File: config.mk
export PLATFORM = sky130hd
export DESIGN_NAME = ahb_slave_arbiter_flat
export DESIGN_NICKNAME = d
export VERILOG_FILES = /design/src/rtl/ahb_slave_arbiter_if.sv /design/src/rtl/ahb_slave_arbiter.sv /design/src/flat_wrapper.sv
export SDC_FILE = /design/constraint.sdc
export NUM_CORES = 1
export LEC_CHECK = 0
export ABC_AREA = 1
export CELL_PAD_IN_SITES_DETAIL_PLACEMENT = 1
export CELL_PAD_IN_SITES_GLOBAL_PLACEMENT = 1
export CORE_MARGIN = 1
export CORE_UTILIZATION = 39
export DETAILED_ROUTE_END_ITERATION = 8
export PLACE_DENSITY_LB_ADDON = 0.1
export SLEW_MARGIN = 0
export SYNTH_ARGS = -nofsm -noshare
export SYNTH_HDL_FRONTEND = slang
export SYNTH_SLANG_ARGS = --single-unit
File: constraint.sdc
create_clock -name HCLK -period 5.6 [get_ports HCLK]
set_input_delay 0.84 -clock HCLK [delete_from_list [all_inputs] [get_ports HCLK]]
set_output_delay 0.84 -clock HCLK [all_outputs]
set_load 0.1 [all_outputs]
File: src/rtl/ahb_slave_arbiter_if.sv
// AHB arbitration bundle: per-master requests and the muxed owner transfer
// information flow towards the arbiter; grant and address-phase ownership
// flow back to the masters and the address/control multiplexers.
interface ahb_slave_arbiter_if;
    logic [3:0] HBUSREQ;    // per-master bus request
    logic [3:0] HLOCK;      // per-master locked-transfer request
    logic [1:0] HTRANS;     // transfer type of the current address-phase owner
    logic [2:0] HBURST;     // burst type of the current address-phase owner
    logic       HREADY;     // shared slave ready
    logic [1:0] HRESP;      // shared slave response
    logic [3:0] HGRANT;     // one-hot grant
    logic [1:0] HMASTER;    // index of the address-phase owner
    logic       HMASTLOCK;  // current address phase is locked

    // Bus side: masters and slaves drive requests/transfer info, observe grants.
    modport master (
        output HBUSREQ, HLOCK, HTRANS, HBURST, HREADY, HRESP,
        input  HGRANT, HMASTER, HMASTLOCK
    );

    // Arbiter side.
    modport slave (
        input  HBUSREQ, HLOCK, HTRANS, HBURST, HREADY, HRESP,
        output HGRANT, HMASTER, HMASTLOCK
    );
endinterface

File: src/rtl/ahb_slave_arbiter.sv
// Round-robin AHB bus arbiter for up to four masters.
// A beat counter tracks fixed-length bursts so that ownership only changes on
// the final beat of a burst, on an idle owner, or after an error-type response
// has cut the burst short. Locked owners keep the bus until HLOCK drops.
module ahb_slave_arbiter #(
    parameter int NUMMASTERS = 4,
    parameter int DEFMASTER  = 0,
    parameter int TPD        = 1
) (
    input logic               HCLK,
    input logic               HRESETN,
    ahb_slave_arbiter_if.slave bus
);

    // Out-of-range parameters are folded back into the legal range.
    localparam int NM  = (NUMMASTERS < 2) ? 2 : ((NUMMASTERS > 4) ? 4 : NUMMASTERS);
    localparam int DEF = ((DEFMASTER >= 0) && (DEFMASTER < NM)) ? DEFMASTER : 0;

    localparam logic [1:0] DEF_IDX    = 2'(DEF);
    localparam logic [3:0] DEF_GRANT  = 4'(1 << DEF);
    localparam logic [3:0] VALID_MASK = 4'((1 << NM) - 1);

    localparam logic [1:0] TRANS_IDLE   = 2'b00;
    localparam logic [1:0] TRANS_BUSY   = 2'b01;
    localparam logic [1:0] TRANS_NONSEQ = 2'b10;
    localparam logic [1:0] TRANS_SEQ    = 2'b11;

    localparam logic [1:0] RESP_OKAY = 2'b00;

    // TPD describes an output delay for behavioural simulation models only;
    // this implementation drives its registered outputs without delay.
    if (TPD < 0) begin : g_tpd_negative
    end

    // Remaining beats after the first one of a fixed-length burst.
    function automatic logic [4:0] burst_beats(input logic [2:0] burst);
        logic [4:0] beats;
        case (burst)
            3'b010, 3'b011: beats = 5'd3;   // WRAP4 / INCR4
            3'b100, 3'b101: beats = 5'd7;   // WRAP8 / INCR8
            3'b110, 3'b111: beats = 5'd15;  // WRAP16 / INCR16
            default:        beats = 5'd0;   // SINGLE / INCR
        endcase
        return beats;
    endfunction

    // Index of the asserted bit of a one-hot grant vector.
    function automatic logic [1:0] onehot_to_idx(input logic [3:0] onehot);
        logic [1:0] idx;
        case (onehot)
            4'b0001: idx = 2'd0;
            4'b0010: idx = 2'd1;
            4'b0100: idx = 2'd2;
            4'b1000: idx = 2'd3;
            default: idx = DEF_IDX;
        endcase
        return idx;
    endfunction

    // Round-robin choice: scan upward from owner+1, wrapping modulo NM, so the
    // current owner is considered last. No request at all selects DEF.
    function automatic logic [3:0] rr_pick(input logic [3:0] req, input logic [1:0] owner);
        logic [3:0] pick;
        logic       found;
        logic [2:0] cand;
        pick  = DEF_GRANT;
        found = 1'b0;
        cand  = 3'd0;
        for (int k = 1; k <= NM; k++) begin
            cand = {1'b0, owner} + 3'(k);
            if (cand >= 3'(NM)) begin
                cand = cand - 3'(NM);
            end else begin
                cand = cand;
            end
            if (!found && req[cand[1:0]]) begin
                found = 1'b1;
                pick  = 4'b0001 << cand[1:0];
            end else begin
                pick = pick;
            end
        end
        return pick;
    endfunction

    logic [3:0] grant_r;
    logic [1:0] master_r;
    logic       mastlock_r;
    logic [4:0] cnt_r;

    logic [3:0] req_s;
    logic       owner_locked_s;
    logic [1:0] grant_idx_s;
    logic [4:0] cnt_next_s;
    logic       arb_ok_s;
    logic [3:0] grant_next_s;

    assign req_s          = bus.HBUSREQ & VALID_MASK;
    assign owner_locked_s = bus.HLOCK[master_r];
    assign grant_idx_s    = onehot_to_idx(grant_r);

    // Beat count after the transfer presented this cycle. A stalled error-type
    // response abandons the burst so the following ready cycle may rearbitrate.
    always_comb begin
        cnt_next_s = cnt_r;
        if (bus.HREADY) begin
            case (bus.HTRANS)
                TRANS_NONSEQ: cnt_next_s = burst_beats(bus.HBURST);
                TRANS_SEQ: begin
                    if (cnt_r != 5'd0) begin
                        cnt_next_s = cnt_r - 5'd1;
                    end else begin
                        cnt_next_s = cnt_r;
                    end
                end
                TRANS_IDLE: begin
                    if (!owner_locked_s) begin
                        cnt_next_s = 5'd0;
                    end else begin
                        cnt_next_s = cnt_r;
                    end
                end
                TRANS_BUSY: cnt_next_s = cnt_r;
                default:    cnt_next_s = cnt_r;
            endcase
        end else begin
            if (bus.HRESP != RESP_OKAY) begin
                cnt_next_s = 5'd0;
            end else begin
                cnt_next_s = cnt_r;
            end
        end
    end

    // Arbitration is allowed when the accepted transfer leaves no beats
    // outstanding. Judging the post-transfer count means a SEQ that takes the
    // count from 1 to 0 releases the bus, while a NONSEQ opening a fixed-length
    // burst is not preempted on its first beat.
    always_comb begin
        arb_ok_s     = 1'b0;
        grant_next_s = grant_r;
        if (bus.HREADY && !owner_locked_s && (cnt_next_s == 5'd0)) begin
            arb_ok_s     = 1'b1;
            grant_next_s = rr_pick(req_s, master_r);
        end else begin
            arb_ok_s     = 1'b0;
            grant_next_s = grant_r;
        end
    end

    // Grant, ownership, lock and beat-count registers; ownership follows the
    // grant one accepted transfer later.
    always_ff @(posedge HCLK or negedge HRESETN) begin
        if (!HRESETN) begin
            grant_r    <= DEF_GRANT;
            master_r   <= DEF_IDX;
            mastlock_r <= 1'b0;
            cnt_r      <= 5'd0;
        end else begin
            cnt_r   <= cnt_next_s;
            grant_r <= grant_next_s;
            if (bus.HREADY) begin
                master_r   <= grant_idx_s;
                mastlock_r <= bus.HLOCK[grant_idx_s];
            end else begin
                master_r   <= master_r;
                mastlock_r <= mastlock_r;
            end
        end
    end

    assign bus.HGRANT    = grant_r;
    assign bus.HMASTER   = master_r;
    assign bus.HMASTLOCK = mastlock_r;

endmodule

File: src/flat_wrapper.sv
// flat-port wrapper written by rule: the top's interface ports become plain ports
module ahb_slave_arbiter_flat 
#(
    parameter int NUMMASTERS = 4,
    parameter int DEFMASTER  = 0,
    parameter int TPD        = 1
)
  (HCLK, HRESETN, bus_HBUSREQ, bus_HLOCK, bus_HTRANS, bus_HBURST, bus_HREADY, bus_HRESP, bus_HGRANT, bus_HMASTER, bus_HMASTLOCK);
  ahb_slave_arbiter_if bus_i ();
  input logic HCLK;
  input logic HRESETN;
  input wire logic [$bits(bus_i.HBUSREQ)-1:0] bus_HBUSREQ;
  input wire logic [$bits(bus_i.HLOCK)-1:0] bus_HLOCK;
  input wire logic [$bits(bus_i.HTRANS)-1:0] bus_HTRANS;
  input wire logic [$bits(bus_i.HBURST)-1:0] bus_HBURST;
  input wire logic [$bits(bus_i.HREADY)-1:0] bus_HREADY;
  input wire logic [$bits(bus_i.HRESP)-1:0] bus_HRESP;
  output wire logic [$bits(bus_i.HGRANT)-1:0] bus_HGRANT;
  output wire logic [$bits(bus_i.HMASTER)-1:0] bus_HMASTER;
  output wire logic [$bits(bus_i.HMASTLOCK)-1:0] bus_HMASTLOCK;
  assign bus_i.HBUSREQ = bus_HBUSREQ;
  assign bus_i.HLOCK = bus_HLOCK;
  assign bus_i.HTRANS = bus_HTRANS;
  assign bus_i.HBURST = bus_HBURST;
  assign bus_i.HREADY = bus_HREADY;
  assign bus_i.HRESP = bus_HRESP;
  assign bus_HGRANT = bus_i.HGRANT;
  assign bus_HMASTER = bus_i.HMASTER;
  assign bus_HMASTLOCK = bus_i.HMASTLOCK;
  ahb_slave_arbiter #(.NUMMASTERS(NUMMASTERS), .DEFMASTER(DEFMASTER), .TPD(TPD)) u_core (.HCLK(HCLK), .HRESETN(HRESETN), .bus(bus_i));
endmodule
==> reports/metrics.cfg <==
[critical_path]
path_cells=clkdlybuf4s50_1
endpoint_kind=primary output
r2r_slack_ps=3380
cp_slowest_cell=clkdlybuf4s50_1
cp_slowest_stage_delay_ps=1240
worst_ep_required_time_ps=4760
worst-path-max-fanout=13
rr_worst_depth=11
critPathBufInv=1
r2r-end=u_core.bus.HGRANT[2]$_DFFE_PN0P_
startpoint_type=flop
cp.arrival_ps=2160
crit_type=reg -> out
reg2reg_from=u_core.bus.HMASTER[0]$_DFFE_PN0P_
path_delay_family=buffers and inverters

[final_layout]
antenna_cells=0
final_cell_count_no_fill=256
drive_gt1_share_pct=15.1
stdcell_area_sq_um=1570
syn2layout_area_growth_pct=25.2
fillCellCount=430
fin_nets=240

[die]
die_area_sq_um=3450
ios=25
fp.dieH_microns=58.7
core_area_sq_um=3050
die_w_microns=58.7
rows=20
start_util_pct=41.1

[detailed_routing]
drt_iter0_drc=67
routedWlPerCell_microns=12.6
via_count=1256
wl_microns=3220
detail_route.vias_per_cell=4.91
ant_nets=0
drc_errors=0
drtPass1Iterations=4

[logic_synthesis]
synth_edf_count=0
synthCells=186
avgSynthCellArea_sq_um=6.74
synthTopCellsByArea=dfrtp_1, nand2_1, ha_1, nand3_1, inv_1
synth_seq_cells=12
yosysSeqAreaShare_pct=24.1
yosysTopAreaCellShare_pct=22.0
synthesis.nets=213
synth.distinct_cells=28
ys_top_cells_by_count=nand2_1, nand3_1, inv_1
netlist_area_sq_um=1250
synth-main-ff-cell=dfrtp_1
async_flop_share_pct=100
yosysTopAreaCell=dfrtp_1
ys_warn_count=0
synth.most_common_cell=nand2_1

[clock_tree]
cts_setup_buffers=0
cts.hold.buffers_added=0
numCtsBuffers=3
cts_tree=built
h-tree-depth=1
cts_sinks=12
clk_pin_slew_ps=80
post_cts_resized=0
cts-root-buf=clkbuf_4
clock_latency_ps=270
clk_path_buf_depth=2

[power_and_ir_drop]
vdd_drop_max_mv=0.361
p_per_area_nw_per_um2=562
power.static_leakage_nw=0.772
report.power.total_mw=0.882

[hold_path]
hold_class=reg -> reg
hold_path_startpoint=u_core.bus.HGRANT[0]$_DFFE_PN1P_
min_path_cells=2
min_to=u_core.bus.HGRANT[0]$_DFFE_PN1P_

[placement]
io_buffers=23
placed_area_sq_um=1530
dp.cells=252
dp_slack_ps=2880
gp_congestion=0.815
hpwl_microns=2770

[sta]
drv_slew=0
fmax_ghz=0.333
period_share_pct=53.7
finalClockSkew_ps=2.24
setup_viol=0
rsz0062_at_grt=no
min_period_ps=3000
tightest_slew_ps=972
fin_ws_ps=2600
slew_headroom_pct=35.0
finalHoldViolations=0
tns_ps=0

[outcome]
status=completed

[global_routing]
grt_pass1_vias=1304
grt_pass1_wl_microns=5550
antenna_found_initial=0
grt_overflow_total=0
grt_max_degree=14
grt_use_total_pct=21.5

[job]
cap_viol_max_count=0

## metal layers
metal	part of all wire, %	up-vias	track usage [%]
met2	53	21	41.7
met5	0	-	0
li1	-	652	-
met1	43	581	24.3
met4	0.50	0	3.06
met3	4.0	2	4.84
## worst max path at each step
stage / from / cells after the start / slack, ps / endpoint
floorplan: u_core.bus.HMASTER[0]$_DFFE_PN0P_ / 12 / 3020 / u_core.bus.HGRANT[0]$_DFFE_PN1P_
global route: u_core.bus.HMASTER[0]$_DFFE_PN0P_ / 1 / 2490 / bus_HMASTER[0]
finish: u_core.bus.HMASTER[0]$_DFFE_PN0P_ / 1 / 2600 / bus_HMASTER[0]
global placement: u_core.bus.HMASTER[0]$_DFFE_PN0P_ / 1 / 2900 / bus_HMASTER[0]
CTS: u_core.bus.HMASTER[0]$_DFFE_PN0P_ / 1 / 2570 / bus_HMASTER[0]
detailed placement: u_core.bus.HMASTER[0]$_DFFE_PN0P_ / 1 / 2880 / bus_HMASTER[0]
## stage by stage
stage          hold slack, ps  util, %
2_1_floorplan             500        -
6_report                  491     51.4
3_5_place_dp              484     50.2
5_1_grt                   538     51.4
3_3_place_gp              472     50.2
4_1_cts                   496     51.4
## power by group
part / internal (mW) / total (mW) / switching (mW)
clock: 0.0395 / 0.0692 / 0.0298
combinational: 0.191 / 0.651 / 0.460
sequential: 0.116 / 0.162 / 0.0456
total: 0.346 / 0.882 / 0.535
## registers in the layout, summed over array words and instances, names as in the netlist
| name | count |
|---|---|
| u_core.bus.HGRANT | 4 |
| u_core.bus.HMASTER | 2 |
| u_core.bus.HMASTLOCK | 1 |
| u_core.cnt_r | 5 |
## kinds of logic (layout without fill, tap and decap cells)
logic type	count (synthesis)	count (layout)	synth area share, %
and+or+nand+nor	111	111	45.3
AOI/OAI and AO/OA	25	25	11.8
muxes	1	1	0.798
adders and majority gates	9	9	8.98
xor gates and xnor gates	1	1	0.699
DFF	12	12	24.1
buffers and inverters	27	53	8.38
## cell usage in the layout (no fill, tap or decap), types with 4 or more instances in the layout
cell,Yosys,final
nand2_1,52,52
clkdlybuf4s50_1,0,23
nand3_1,22,22
inv_1,19,19
nor2_1,11,11
o21ai_0,11,11
dfrtp_1,11,11
ha_1,9,9
nand2_2,7,7
o21ai_1,5,5
inv_2,4,4
nand2_4,4,4
a21oi_1,4,4
nand3b_1,4,4
## cell type report
type	count	area (sq um)	area share (%)
repair buffers	23	230	14.7
inverters	26	100	6.37
flip-flops and latches	12	302	19.2
multi-input cells	147	847	53.9
well taps	44	55.1	3.51
clock buffers	4	36.3	2.31
(Power assumes the default switching activity.)
